==> config.mk <==
export PLATFORM = sky130hd
export DESIGN_NAME = hazard_ctrl
export DESIGN_NICKNAME = d
export VERILOG_FILES = /design/src/rtl/hazard_ctrl.sv
export SDC_FILE = /design/constraint.sdc
export NUM_CORES = 1
export LEC_CHECK = 0
export ABC_CLOCK_PERIOD_IN_PS = 3700
export CELL_PAD_IN_SITES_DETAIL_PLACEMENT = 0
export CELL_PAD_IN_SITES_GLOBAL_PLACEMENT = 1
export CORE_MARGIN = 2
export CORE_UTILIZATION = 30
export CTS_BUF_LIST = sky130_fd_sc_hd__clkbuf_4
export CTS_CLUSTER_DIAMETER = 80
export CTS_CLUSTER_SIZE = 10
export DETAILED_ROUTE_END_ITERATION = 6
export PLACE_DENSITY = 0.84
export SLEW_MARGIN = 30
export SYNTH_ARGS = -nofsm -noshare
export SYNTH_HDL_FRONTEND = slang
export SYNTH_SLANG_ARGS = --single-unit
==> constraint.sdc <==
create_clock -name clk -period 3.7 [get_ports clk]
set_clock_uncertainty 0.05 [all_clocks]
set_input_delay 0.74 -clock clk [delete_from_list [all_inputs] [get_ports clk]]
set_output_delay 0.74 -clock clk [all_outputs]
set_load 0.1 [all_outputs]
==> src/rtl/hazard_ctrl.sv <==
// Pipeline hazard controller for the 5-stage RV32I core: EX-stage forwarding, multi-cycle
// load-use bubbles, data-memory wait freeze, taken-branch flush and saturating counters.
module hazard_ctrl #(
  parameter int unsigned REG_LENGTH      = 5,
  parameter int unsigned LOAD_USE_CYCLES = 1,
  parameter int unsigned CNT_WIDTH       = 16
) (
  input  logic                  clk,
  input  logic                  rst_n,
  input  logic [REG_LENGTH-1:0] rs1_d,
  input  logic [REG_LENGTH-1:0] rs2_d,
  input  logic [REG_LENGTH-1:0] rs1_e,
  input  logic [REG_LENGTH-1:0] rs2_e,
  input  logic [REG_LENGTH-1:0] rd_e,
  input  logic                  reg_write_e,
  input  logic                  is_load_e,
  input  logic                  pc_src_e,
  input  logic [REG_LENGTH-1:0] rd_m,
  input  logic                  reg_write_m,
  input  logic                  mem_req_m,
  input  logic                  mem_ready,
  input  logic [REG_LENGTH-1:0] rd_w,
  input  logic                  reg_write_w,
  output logic [1:0]            forward_a_e,
  output logic [1:0]            forward_b_e,
  output logic                  stall_f,
  output logic                  stall_d,
  output logic                  stall_e,
  output logic                  stall_m,
  output logic                  flush_d,
  output logic                  flush_e,
  output logic [CNT_WIDTH-1:0]  stall_cycles,
  output logic [CNT_WIDTH-1:0]  flush_events
);

  typedef enum logic [0:0] {StRun, StLuStall} state_e;

  localparam logic [2:0] LuInit = 3'(LOAD_USE_CYCLES - 1);

  state_e         r_state, w_state_next;
  logic [2:0]     r_bub_cnt, w_bub_next;
  logic [CNT_WIDTH-1:0] r_stall_cycles, r_flush_events;

  logic w_mem_wait, w_load_use, w_flush_evt;
  logic w_stall_f, w_stall_d, w_stall_e, w_stall_m, w_flush_d, w_flush_e;
  logic [1:0] w_fwd_a, w_fwd_b;

  function automatic logic [1:0] fwd_sel(input logic [REG_LENGTH-1:0] rs,
                                         input logic [REG_LENGTH-1:0] dm, input logic wm,
                                         input logic [REG_LENGTH-1:0] dw, input logic ww);
    if (wm && (dm != '0) && (rs == dm))      return 2'b10;
    else if (ww && (dw != '0) && (rs == dw)) return 2'b01;
    else                                     return 2'b00;
  endfunction

  assign w_fwd_a    = fwd_sel(rs1_e, rd_m, reg_write_m, rd_w, reg_write_w);
  assign w_fwd_b    = fwd_sel(rs2_e, rd_m, reg_write_m, rd_w, reg_write_w);
  assign w_mem_wait = mem_req_m & ~mem_ready;
  assign w_load_use = is_load_e & reg_write_e & (rd_e != '0) &
                      ((rd_e == rs1_d) | (rd_e == rs2_d));

  always_comb begin
    w_state_next = r_state;
    w_bub_next   = r_bub_cnt;
    w_flush_evt  = 1'b0;
    w_stall_f    = 1'b0;
    w_stall_d    = 1'b0;
    w_stall_e    = 1'b0;
    w_stall_m    = 1'b0;
    w_flush_d    = 1'b0;
    w_flush_e    = 1'b0;
    if (w_mem_wait) begin
      // Freeze the whole front end; bubble sequencing pauses with it.
      w_stall_f = 1'b1;
      w_stall_d = 1'b1;
      w_stall_e = 1'b1;
      w_stall_m = 1'b1;
    end else if (r_state == StRun) begin
      if (pc_src_e) begin
        w_flush_d   = 1'b1;
        w_flush_e   = 1'b1;
        w_flush_evt = 1'b1;
      end else if (w_load_use) begin
        w_stall_f = 1'b1;
        w_stall_d = 1'b1;
        w_flush_e = 1'b1;
        if (LOAD_USE_CYCLES > 1) begin
          w_state_next = StLuStall;
          w_bub_next   = LuInit;
        end
      end
    end else begin
      w_stall_f  = 1'b1;
      w_stall_d  = 1'b1;
      w_flush_e  = 1'b1;
      w_bub_next = r_bub_cnt - 3'd1;
      if (r_bub_cnt == 3'd1) w_state_next = StRun;
    end
  end

  always_ff @(posedge clk or negedge rst_n) begin
    if (!rst_n) begin
      r_state        <= StRun;
      r_bub_cnt      <= 3'd0;
      r_stall_cycles <= '0;
      r_flush_events <= '0;
    end else begin
      r_state   <= w_state_next;
      r_bub_cnt <= w_bub_next;
      if (w_stall_d && (r_stall_cycles != '1)) r_stall_cycles <= r_stall_cycles + 1'b1;
      if (w_flush_evt && (r_flush_events != '1)) r_flush_events <= r_flush_events + 1'b1;
    end
  end

  // Reset overrides the combinational outputs immediately, not just at the next edge.
  always_comb begin
    forward_a_e = rst_n ? w_fwd_a : 2'b00;
    forward_b_e = rst_n ? w_fwd_b : 2'b00;
    stall_f     = rst_n & w_stall_f;
    stall_d     = rst_n & w_stall_d;
    stall_e     = rst_n & w_stall_e;
    stall_m     = rst_n & w_stall_m;
    flush_d     = rst_n & w_flush_d;
    flush_e     = rst_n & w_flush_e;
  end

  assign stall_cycles = r_stall_cycles;
  assign flush_events = r_flush_events;

endmodule

=== Word level (Yosys, flattened, before mapping) ===
Cells that the tools add are included.

* Add/subtract/negate cells: 3
* Equality and inequality tests: 9
* Multiplexer cells: 19
* Bitwise operators: 11
* Reductions and logical operators: 12

{| class="wikitable"
|+ Operators with widths
! kind !! count
|-
| adder 16 x 1 -> 16 bit (second input constant) || 2
|-
| inequality test 16 bit (second input constant) || 2
|-
| == test 5 bit || 6
|-
| 2-to-1 mux 1 bit || 15
|-
| nonzero test 5 bit || 3
|-
| AND 1 bit || 8
|-
| logical AND 1 bit || 8
|-
| 2-to-1 mux 2 bit || 4
|-
| == test 3 x 1 -> 1 bit (second input constant) || 1
|-
| subtractor 3 x 1 -> 3 bit (second input constant) || 1
|-
| inverter 1 bit || 2
|-
| AND reduction 2 bit || 1
|-
| OR 1 bit || 1
|}

* Register bits after elaboration: 36
* Input bits: 44
* Output and inout bits: 42
* Logic and storage cells: 58

=== Longest topological paths before layout ===
Gate-level depths: netlist of run 1.

* Depth after elaboration: 8
* Mapped depth: 7
* Mapped depth without buffers: 7

=== Worst setup path after synthesis of run 1 ===
OpenSTA, ideal clock, no wires.

* Kind: input port to output port
* Start point: input rd_m[1]
* End point: output forward_a_e[0]
* Data arrival time: 4.482 ns
* Required time: 2.910 ns
* Slack: -1.572 ns
* Stages on the path: 4
* Path buffers: 0
* Cell sequence: or4_1 o21ai_0 nor4_1 nor4_1

* Longest elaborated chain between the ends: 5
* Elaborated cells between the ends (all ways): 6
* Classes of those cells: 1 x eq/ne; 2 x mux; 3 x reduce/logical

{| class="wikitable"
|+ Ends and longest elaborated chain
! element !! line !! RTL
|-
| from (decl) || 18 || <nowiki>input logic [REG_LENGTH-1:0] rd_m,</nowiki>
|-
| nonzero test 5 bit || 51 || <nowiki>if (wm && (dm != '0) && (rs == dm)) return 2'b10;</nowiki>
|-
| logical AND 1 bit || 51 ||
|-
| logical AND 1 bit * || 51 ||
|-
| 2-to-1 mux 2 bit * || 51 ||
|-
| 2-to-1 mux 2 bit * || 117 || <nowiki>forward_a_e = rst_n ? w_fwd_a : 2'b00;</nowiki>
|-
| to (decl) || 24 || <nowiki>output logic [1:0] forward_a_e,</nowiki>
|}

Mark *: on every way between the ends. The rest lies on a longest branch, timed or not.

=== Final worst setup path of run 1 ===
* Start point: input rd_e[1]
* End point: output flush_e

* Longest elaborated chain between the ends: 8
* Elaborated cells between the ends (all ways): 11
* Classes of those cells: 2 x eq/ne; 4 x mux; 4 x bitwise; 1 x reduce/logical

{| class="wikitable"
|+ Ends and longest elaborated chain
! element !! line !! RTL
|-
| from (decl) || 14 || <nowiki>input logic [REG_LENGTH-1:0] rd_e,</nowiki>
|-
| == test 5 bit / nonzero test 5 bit (equally long branches) || 60, 59 ||
|-
| OR 1 bit / AND 1 bit (equally long branches) || 60, 59 ||
|-
| AND 1 bit * || 59 || <nowiki>assign w_load_use = is_load_e & reg_write_e & (rd_e != '0) &</nowiki>
|-
| 2-to-1 mux 1 bit * || 83 || <nowiki>end else if (w_load_use) begin</nowiki>
|-
| 2-to-1 mux 1 bit * || 79 || <nowiki>if (pc_src_e) begin</nowiki>
|-
| 2-to-1 mux 1 bit * || 78 || <nowiki>end else if (r_state == StRun) begin</nowiki>
|-
| 2-to-1 mux 1 bit * || 72 || <nowiki>if (w_mem_wait) begin</nowiki>
|-
| AND 1 bit * || 124 || <nowiki>flush_e = rst_n & w_flush_e;</nowiki>
|-
| to (decl) || 31 || <nowiki>output logic flush_e,</nowiki>
|}

Marked as above.

==> results of run 1 <==
==> power by group through the flow <==
stage               clock, mW  sequential [mW]  combinational, mW
floorplan                   0             1.00              0.174
global placement            0            0.550              0.872
detailed placement          0            0.550              0.880
CTS                     0.226            0.543              0.881
global route            0.243            0.558              0.916
finish                  0.214            0.544              0.873
==> registers in the layout, indices dropped and copies added (netlist names) <==
name	flops
flush_events	16
stall_cycles	16
r_bub_cnt	3
r_state	1
==> final cells by class <==
cell class              count  area, um2
multi-input cells         161       1250
inverters                   6       22.5
clock inverters             1       3.75
well taps                  99        124
flip-flops and latches     36        901
clock buffers               7       52.6
fillers                   697       3850
repair buffers             87        936
==> critical path: cells and delay by family <==
kind                   cells  cell delay [ps]
buffers and inverters      2              640
AOI/OAI and AO/OA          2              640
and+or+nand+nor            2              610
==> placed cells by master, fill, tap and decap left out, drive strengths merged <==
master         instances
mux2                   3
nor3                   2
o21ai                  2
nor2                   7
and4                   2
and2                   6
clkdlybuf4s50         74
o31ai                  1
nand2b                 2
nand4b                 1
a311oi                 1
o211ai                 2
clkbuf                 7
dfrtp                 36
and4bb                 1
a211oi                 1
nand2                 11
inv                    6
xor2                  27
nor4                   4
and3                  11
buf                   13
or4b                   1
o31a                   1
or4                    5
o311a                  1
a22oi                  1
nor2b                  1
clkinv                 1
xnor2                 33
ha                     4
nand3                 18
a21oi                  1
a41oi                  2
nand4                  9
==> worst paths after layout <==
kind	cells past startpoint	start	end
worst min register to register	1	r_bub_cnt[2]	r_bub_cnt[2]
worst min-delay path	2	rst_n	stall_cycles[5]
max in group asynchronous	2	rst_n	flush_events[12]
worst max register to register	6	stall_cycles[7]	stall_cycles[1]
min in group clk	1	r_bub_cnt[2]	r_bub_cnt[2]
worst max-delay path	6	rd_e[1]	flush_e
==> routing by layer <==
| metal | wire length, um | up-vias | GRT usage |
|---|---|---|---|
| met5 | 0 | - | 0 |
| met4 | 25 | 0 | 0.0244 |
| met3 | 318 | 5 | 0.0360 |
| met2 | 2510 | 53 | 0.233 |
| met1 | 2250 | 860 | 0.164 |
| li1 | - | 916 | - |
==> kinds of logic (layout without fill, tap and decap cells) <==
logic type,after synthesis,in the layout,share of synthesized area
AND/OR/NAND/NOR,81,81,0.229
XOR/XNOR,60,60,0.241
flip-flops,36,36,0.414
AO/OA/AOI/OAI,13,13,0.0512
buffers and inverters,10,101,0.0259
adder cells (fa/ha/maj),4,4,0.0230
multiplexers,3,3,0.0155
==> per-stage QoR <==
step                      area (um2)  instances  utilization
after floorplan                 2210        207            -
after global placement          3230        389        0.453
after detailed placement        3230        389        0.453
after CTS                       3290        397        0.461
after global routing            3290        397        0.461
final                           3290        397        0.461
==> reports/qor.yml, run 1 <==
clock_network:
  cts_max_path_buffers: 2
  ctsHoldBuffers: 0
  cts_root_buffer: "clkbuf_4"
  cts_resized: 0
  cts_tree: "built"
  cts_buffers: 5
  h-tree-depth: 2
  clock_sinks: 36
  clock_latency_ps: 330
  post-cts-setup-buffers: 0
  clk_pin_slew_ps: 120
timing:
  whs_ps: 423
  maxSlewHeadroom: 0.339
  fin_ws_ps: 269
  final.setup.tns_ps: 0
  layout_min_cycle_time_ps: 3430
  maxSlewViolCount: 0
  fin_crit_sh: 0.927
  rsz0062_at_grt: "false"
  hold_viol_final: 0
  worst_pin_slew_ps: 989
  fmax_mhz: 291
  finalSetupViolations: 0
global_routing:
  grt_max_degree: 43
  grt-ovfl-total: 0
  antenna_found_initial: 0
  grt_pass1_vias: 1790
  grt_usage: 0.133
  grt_pass1_wl_um: 8280
logic_synthesis:
  synth_commonest_cells: "36 x dfrtp_1, 33 x xnor2_1, 27 x xor2_1"
  synth_seq_cells: 36
  synth_edf_count: 0
  synthArstFlopShare: 1.00
  synth_nets: 255
  synth_area_leader_cell: "dfrtp_1"
  syn_area_um2: 2180
  yosysSeqAreaShare: 0.414
  avgSynthCellArea_um2: 10.5
  synth_top_flop_cell: "dfrtp_1"
  synth_most_common_cell: "dfrtp_1"
  postSynthCellCount: 207
  ys_warn_count: 0
  synth_cell_types: 37
  synth.top_cell.area_share: 0.414
  synthTopCellsByArea: "dfrtp_1 41%, xnor2_1 13%, xor2_1 11%"
setup_path:
  arrival_ps: 2640
  critPathKind: "in -> out"
  slowest_stage: "or4_1"
  critPathMaxFanout: 3
  path_cells: "clkdlybuf4s50_1 -> or4_1 -> o211ai_1 -> nor2_1 -> o311a_1 -> buf_12"
  reg2reg_slack_ps: 1470
  required_ps: 2910
  crit_path_start_kind: "input pin"
  crit_path_max_incr_delay_ps: 540
  cp-end-kind: "output pin"
placement:
  io_buffers: 85
  gp_congestion: 0.810
  post-dp-hpwl_um: 4080
  pre_cts_slack_ps: 242
power_and_ir_drop:
  irDropWorstVdd_uv: 584
  comb_power_share: 0.535
  p_total_mw: 1.63
  p_sw_frac: 0.515
  cellLeakagePower_nw: 1.30
  net-switching-power_uw: 840
  power.density_nw_per_um2: 496
  internal-power_uw: 791
  clkPwrFrac: 0.131
  p_seq_frac: 0.334
floorplanning:
  num_rows: 31
  fp.dieW_um: 89.2
  die_area_um2: 7950
  num_io_pins: 86
  die_h_um: 89.2
  core_region_area_um2: 7140
  start_util: 0.305
final_layout:
  drive_gt1_frac: 0.131
  area_growth_syn_to_layout_pct: 51.1
  final_nets: 345
  antenna_cells: 0
routing:
  wl_um: 5100
  route.detailed.vias_per_inst: 4.62
  drc_errors: 0
  num_vias: 1834
  drt_pass1_iterations: 4
  routedWlPerCell_um: 12.9
  antenna_left: 0
  drt_iter0_markers: 43
worst_hold_path:
  holdCritPathClass: "in -> async"
flow_run:
  drv_cap: 0
outcome:
  status: "complete, no violations"
Note: power is estimated with default switching activity, not from simulation.
==> run 2, diff against run 1 <==
Settings changed: CELL_PAD_IN_SITES_DETAIL_PLACEMENT 0 to default, CELL_PAD_IN_SITES_GLOBAL_PLACEMENT 1 to default, PLACE_DENSITY 0.84 to 0.68, SLEW_MARGIN 30 to 20.
==> reports/qor.yml, run 2 (synthesis gave the netlist of run 1 again) <==
placement:
  pre_cts_slack_ps: 145  # -96.7 ps
  post-dp-hpwl_um: 4050  # -0.77%
  gp_congestion: 0.805  # -0.70%
  io_buffers: 85  # unchanged
timing:
  rsz0062_at_grt: "false"
  fmax_mhz: 284  # -2.7%
  maxSlewViolCount: 0  # unchanged
  fin_ws_ps: 174  # -95.5 ps
  finalSetupViolations: 0  # unchanged
  layout_min_cycle_time_ps: 3530  # +95.5 ps
  maxSlewHeadroom: 0.338  # about the same
  final.setup.tns_ps: 0  # unchanged
  worst_pin_slew_ps: 989  # +0.162 ps
  hold_viol_final: 0  # unchanged
  fin_crit_sh: 0.953  # +0.0258
setup_path:
  required_ps: 2910  # about the same
  cp-end-kind: "output pin"
  critPathMaxFanout: 3  # unchanged
  arrival_ps: 2740  # +100 ps
  critPathKind: "in -> out"
  crit_path_start_kind: "input pin"
power_and_ir_drop:
  clkPwrFrac: 0.164  # +0.033
  net-switching-power_uw: 847  # +0.87%
  comb_power_share: 0.515  # -0.020
  p_seq_frac: 0.322  # -0.012
  internal-power_uw: 852  # +7.7%
  p_sw_frac: 0.498  # -0.0164
  power.density_nw_per_um2: 513  # +3.4%
  irDropWorstVdd_uv: 892  # +53%
  cellLeakagePower_nw: 1.31  # +0.91%
clock_network:
  cts_tree: "built"
  clock_sinks: 36  # unchanged
  cts_buffers: 5  # unchanged
  clock_latency_ps: 340  # about the same
  cts_max_path_buffers: 2  # unchanged
  post-cts-setup-buffers: 0  # unchanged
  ctsHoldBuffers: 0  # unchanged
  clk_pin_slew_ps: 110  # about the same
  cts_resized: 0  # unchanged
  h-tree-depth: 2  # unchanged
  cts_root_buffer: "clkbuf_4"
global_routing:
  grt-ovfl-total: 0  # unchanged
  grt_pass1_vias: 1873  # +4.6%
  antenna_found_initial: 0  # unchanged
  grt_max_degree: 43  # unchanged
  grt_usage: 0.134  # +0.00141
  grt_pass1_wl_um: 8410  # +1.6%
floorplanning:
  start_util: 0.305  # unchanged
  num_rows: 31  # unchanged
  fp.dieW_um: 89.2  # unchanged
  core_region_area_um2: 7140  # unchanged
  die_h_um: 89.2  # unchanged
  die_area_um2: 7950  # unchanged
  num_io_pins: 86  # unchanged
routing:
  routedWlPerCell_um: 12.9  # +0.49%
  drc_errors: 0  # unchanged
  route.detailed.vias_per_inst: 4.68  # +1.2%
  antenna_left: 0  # unchanged
  num_vias: 1856  # +1.2%
  drt_iter0_markers: 14  # -67%
  drt_pass1_iterations: 4  # unchanged
  wl_um: 5130  # +0.49%
final_layout:
  antenna_cells: 0  # unchanged
  area_growth_syn_to_layout_pct: 52.2
  final_cell_mix: "74 x clkdlybuf4s50_1, 36 x dfrtp_1, 33 x xnor2_1"
  final_nets: 345  # unchanged
  final_common_cell: "clkdlybuf4s50_1"
  drive_gt1_frac: 0.134  # +0.00336
outcome:
  status: "complete, no violations"
worst_hold_path:
  holdCritPathClass: "in -> async"
flow_run:
  drv_cap: 0  # unchanged
## run 2: cell type report
class	instances	area, um2
fillers	695	3820
well taps	99	124
repair buffers	87	936
clock inverters	2	35.0
multi-input cells	161	1250
inverters	6	22.5
clock buffers	6	45.0
flip-flops and latches	36	901
## run 2: final timing paths
kind,start,endpoint,slack (ps),depth (start not counted)
worst max-delay path,rd_e[1],flush_e,170,6
worst min-delay path,rst_n,stall_cycles[5],410,2
worst max register to register,stall_cycles[7],stall_cycles[1],1490,6
worst min register to register,flush_events[9],flush_events[9],450,1
max in group asynchronous,rst_n,flush_events[1],2850,2
min in group clk,flush_events[9],flush_events[9],450,1
## run 2: layer usage
| metal | global-route usage | vias up | part of all wire |
|---|---|---|---|
| met5 | 0 | - | 0 |
| met4 | 0.0407 | 0 | 0.018 |
| li1 | - | 914 | - |
| met3 | 0.0295 | 12 | 0.052 |
| met1 | 0.164 | 879 | 0.44 |
| met2 | 0.235 | 51 | 0.49 |
## run 2: stage by stage
step	cells	hold slack, ps	total power [mW]	utilization	cell area, um2
after global placement	389	411	1.42	0.453	3230
after floorplan	207	394	1.18	-	2210
after detailed placement	389	439	1.43	0.453	3230
final	397	407	1.70	0.464	3310
after global routing	397	452	1.77	0.464	3310
after CTS	397	416	1.71	0.464	3310
## run 2: worst max-delay path: stages
cell and delay, ps:
clkdlybuf4s50_1 470, or4_1 560, o211ai_1 330, nor2_1 100, o311a_1 340, buf_12 180
## run 2: power by group through the flow
stage               registers (mW)  clock network [mW]  logic [mW]
floorplan                     1.00                   0       0.174
CTS                          0.546               0.288       0.880
global route                 0.559               0.301       0.914
detailed placement           0.551                   0       0.878
global placement             0.551                   0       0.870
finish                       0.547               0.278       0.875
==> run 3, diff against run 2 <==
Settings changed: GPL_ROUTABILITY_DRIVEN from default to 0, PLACE_DENSITY 0.68 to 0.69.
==> reports/qor.yml, run 3 (synthesis gave the netlist of run 1 again) <==
floorplanning:
  core_region_area_um2: 7140  # unchanged
  num_io_pins: 86  # unchanged
  start_util: 0.305  # unchanged
  die_area_um2: 7950  # unchanged
  fp.dieW_um: 89.2  # unchanged
  num_rows: 31  # unchanged
  die_h_um: 89.2  # unchanged
clock_network:
  h-tree-depth: 2  # unchanged
  cts_buffers: 5  # unchanged
  cts_tree: "built"
  post-cts-setup-buffers: 0  # unchanged
  clock_sinks: 36  # unchanged
  clk_pin_slew_ps: 100  # about the same
  ctsHoldBuffers: 0  # unchanged
  cts_root_buffer: "clkbuf_4"
  clock_latency_ps: 330  # about the same
  cts_resized: 0  # unchanged
  cts_max_path_buffers: 2  # unchanged
timing:
  layout_min_cycle_time_ps: 3510  # -20.4 ps
  final.setup.tns_ps: 0  # unchanged
  fin_crit_sh: 0.948  # -0.00553
  fmax_mhz: 285  # +0.58%
  finalSetupViolations: 0  # unchanged
  rsz0062_at_grt: "false"
  worst_pin_slew_ps: 976  # -13.7 ps
  fin_ws_ps: 194  # +20.4 ps
  hold_viol_final: 0  # unchanged
  maxSlewViolCount: 0  # unchanged
  maxSlewHeadroom: 0.348  # +0.00918
setup_path:
  required_ps: 2910  # about the same
  reg2reg_slack_ps: 1470  # -20 ps
  critPathMaxFanout: 3  # unchanged
  crit_path_start_kind: "input pin"
  critPathKind: "in -> out"
  reg2reg_from: "stall_cycles[7]"
  reg2regPathDepth: 6  # unchanged
  crit_path_max_incr_delay_ps: 520  # -40 ps
  path_delay_family: "simple AND/OR/NAND/NOR gates"
  critPathBufInv: 2  # unchanged
  r2r-end: "stall_cycles[1]"
  cp-end-kind: "output pin"
  arrival_ps: 2720  # -20 ps
  path_cells: "clkdlybuf4s50_1 -> or4_1 -> o21ai_0 -> nor4_1 -> nor4_4 -> buf_12"
  slowest_stage: "or4_1"
global_routing:
  grt_pass1_vias: 1848  # -1.3%
  grt_usage: 0.134  # about the same
  grt_max_degree: 43  # unchanged
  antenna_found_initial: 0  # unchanged
  grt_pass1_wl_um: 8440  # +0.32%
  grt-ovfl-total: 0  # unchanged
routing:
  routedWlPerCell_um: 13.0  # +0.37%
  drt_pass1_iterations: 4  # unchanged
  antenna_left: 0  # unchanged
  num_vias: 1835  # -1.1%
  drc_errors: 0  # unchanged
  drt_iter0_markers: 74  # +60
  route.detailed.vias_per_inst: 4.62  # -1.1%
  wl_um: 5150  # +0.37%
worst_hold_path:
  min_from: "r_bub_cnt[2]"
  holdCritPathClass: "reg -> reg"
  hold_end: "r_bub_cnt[2]"
  holdPathStages: 1
final_layout:
  area_growth_syn_to_layout_pct: 52.2  # unchanged
  final_util: 0.464  # unchanged
  antenna_cells: 0  # unchanged
  final_nets: 345  # unchanged
  drive_gt1_frac: 0.134  # unchanged
  final_common_cell: "clkdlybuf4s50_1"
  fin_area_um2: 3310  # unchanged
  final_cell_mix: "74 x clkdlybuf4s50_1, 36 x dfrtp_1, 33 x xnor2_1"
power_and_ir_drop:
  power.density_nw_per_um2: 513  # about the same
  irDropWorstVdd_uv: 503  # -44%
  cellLeakagePower_nw: 1.31  # unchanged
placement:
  post-dp-hpwl_um: 4130  # +2.0%
  io_buffers: 85  # unchanged
  placed_cell_area_um2: 3230  # unchanged
  pre_cts_slack_ps: 193  # +48.6 ps
outcome:
  status: "complete, no violations"
flow_run:
  drv_cap: 0  # unchanged
[run 3: cell counts in the layout (fill, tap and decap cells not counted)]
Identical to the previous run, type by type.
[run 3: through the flow]
stage | std cells | power [mW] | hold slack, ps
2_1_floorplan | 207 | 1.18 | 394
3_3_place_gp | 389 | 1.42 | 410
3_5_place_dp | 389 | 1.43 | 422
4_1_cts | 397 | 1.72 | 440
5_1_grt | 397 | 1.78 | 453
6_report | 397 | 1.70 | 435
[run 3: how the worst max path moves through the flow]
stage,start,to,slack [ps],cells past startpoint
2_1_floorplan,rd_m[1],forward_a_e[0],240,4
3_3_place_gp,rd_e[1],flush_e,270,6
3_5_place_dp,rd_m[1],forward_a_e[0],190,6
4_1_cts,rd_m[1],forward_a_e[0],200,6
5_1_grt,rd_m[1],forward_b_e[0],120,6
6_report,rd_m[1],forward_a_e[0],190,6
[run 3: area by class of cell]
type,instances,area (um2)
multi-input cells,161,1250
well taps,99,124
fillers,718,3820
repair buffers,87,936
clock inverters,2,35.0
inverters,6,22.5
flip-flops and latches,36,901
clock buffers,6,45.0
[run 3: power by group]
part | switching [mW] | internal [mW] | leakage, nW | total [mW]
Combinational | 0.629 | 0.246 | 0.785 | 0.875
Sequential | 0.0872 | 0.458 | 0.482 | 0.545
Clock | 0.131 | 0.149 | 0.0456 | 0.280
[run 3: metal layers]
layer | vias to the layer above | GRT usage | part of all wire
met2 | 48 | 0.234 | 0.49
met5 | - | 0 | 0
met3 | 6 | 0.0342 | 0.057
met1 | 867 | 0.168 | 0.45
met4 | 0 | 0.0285 | 0.0093
li1 | 914 | - | -
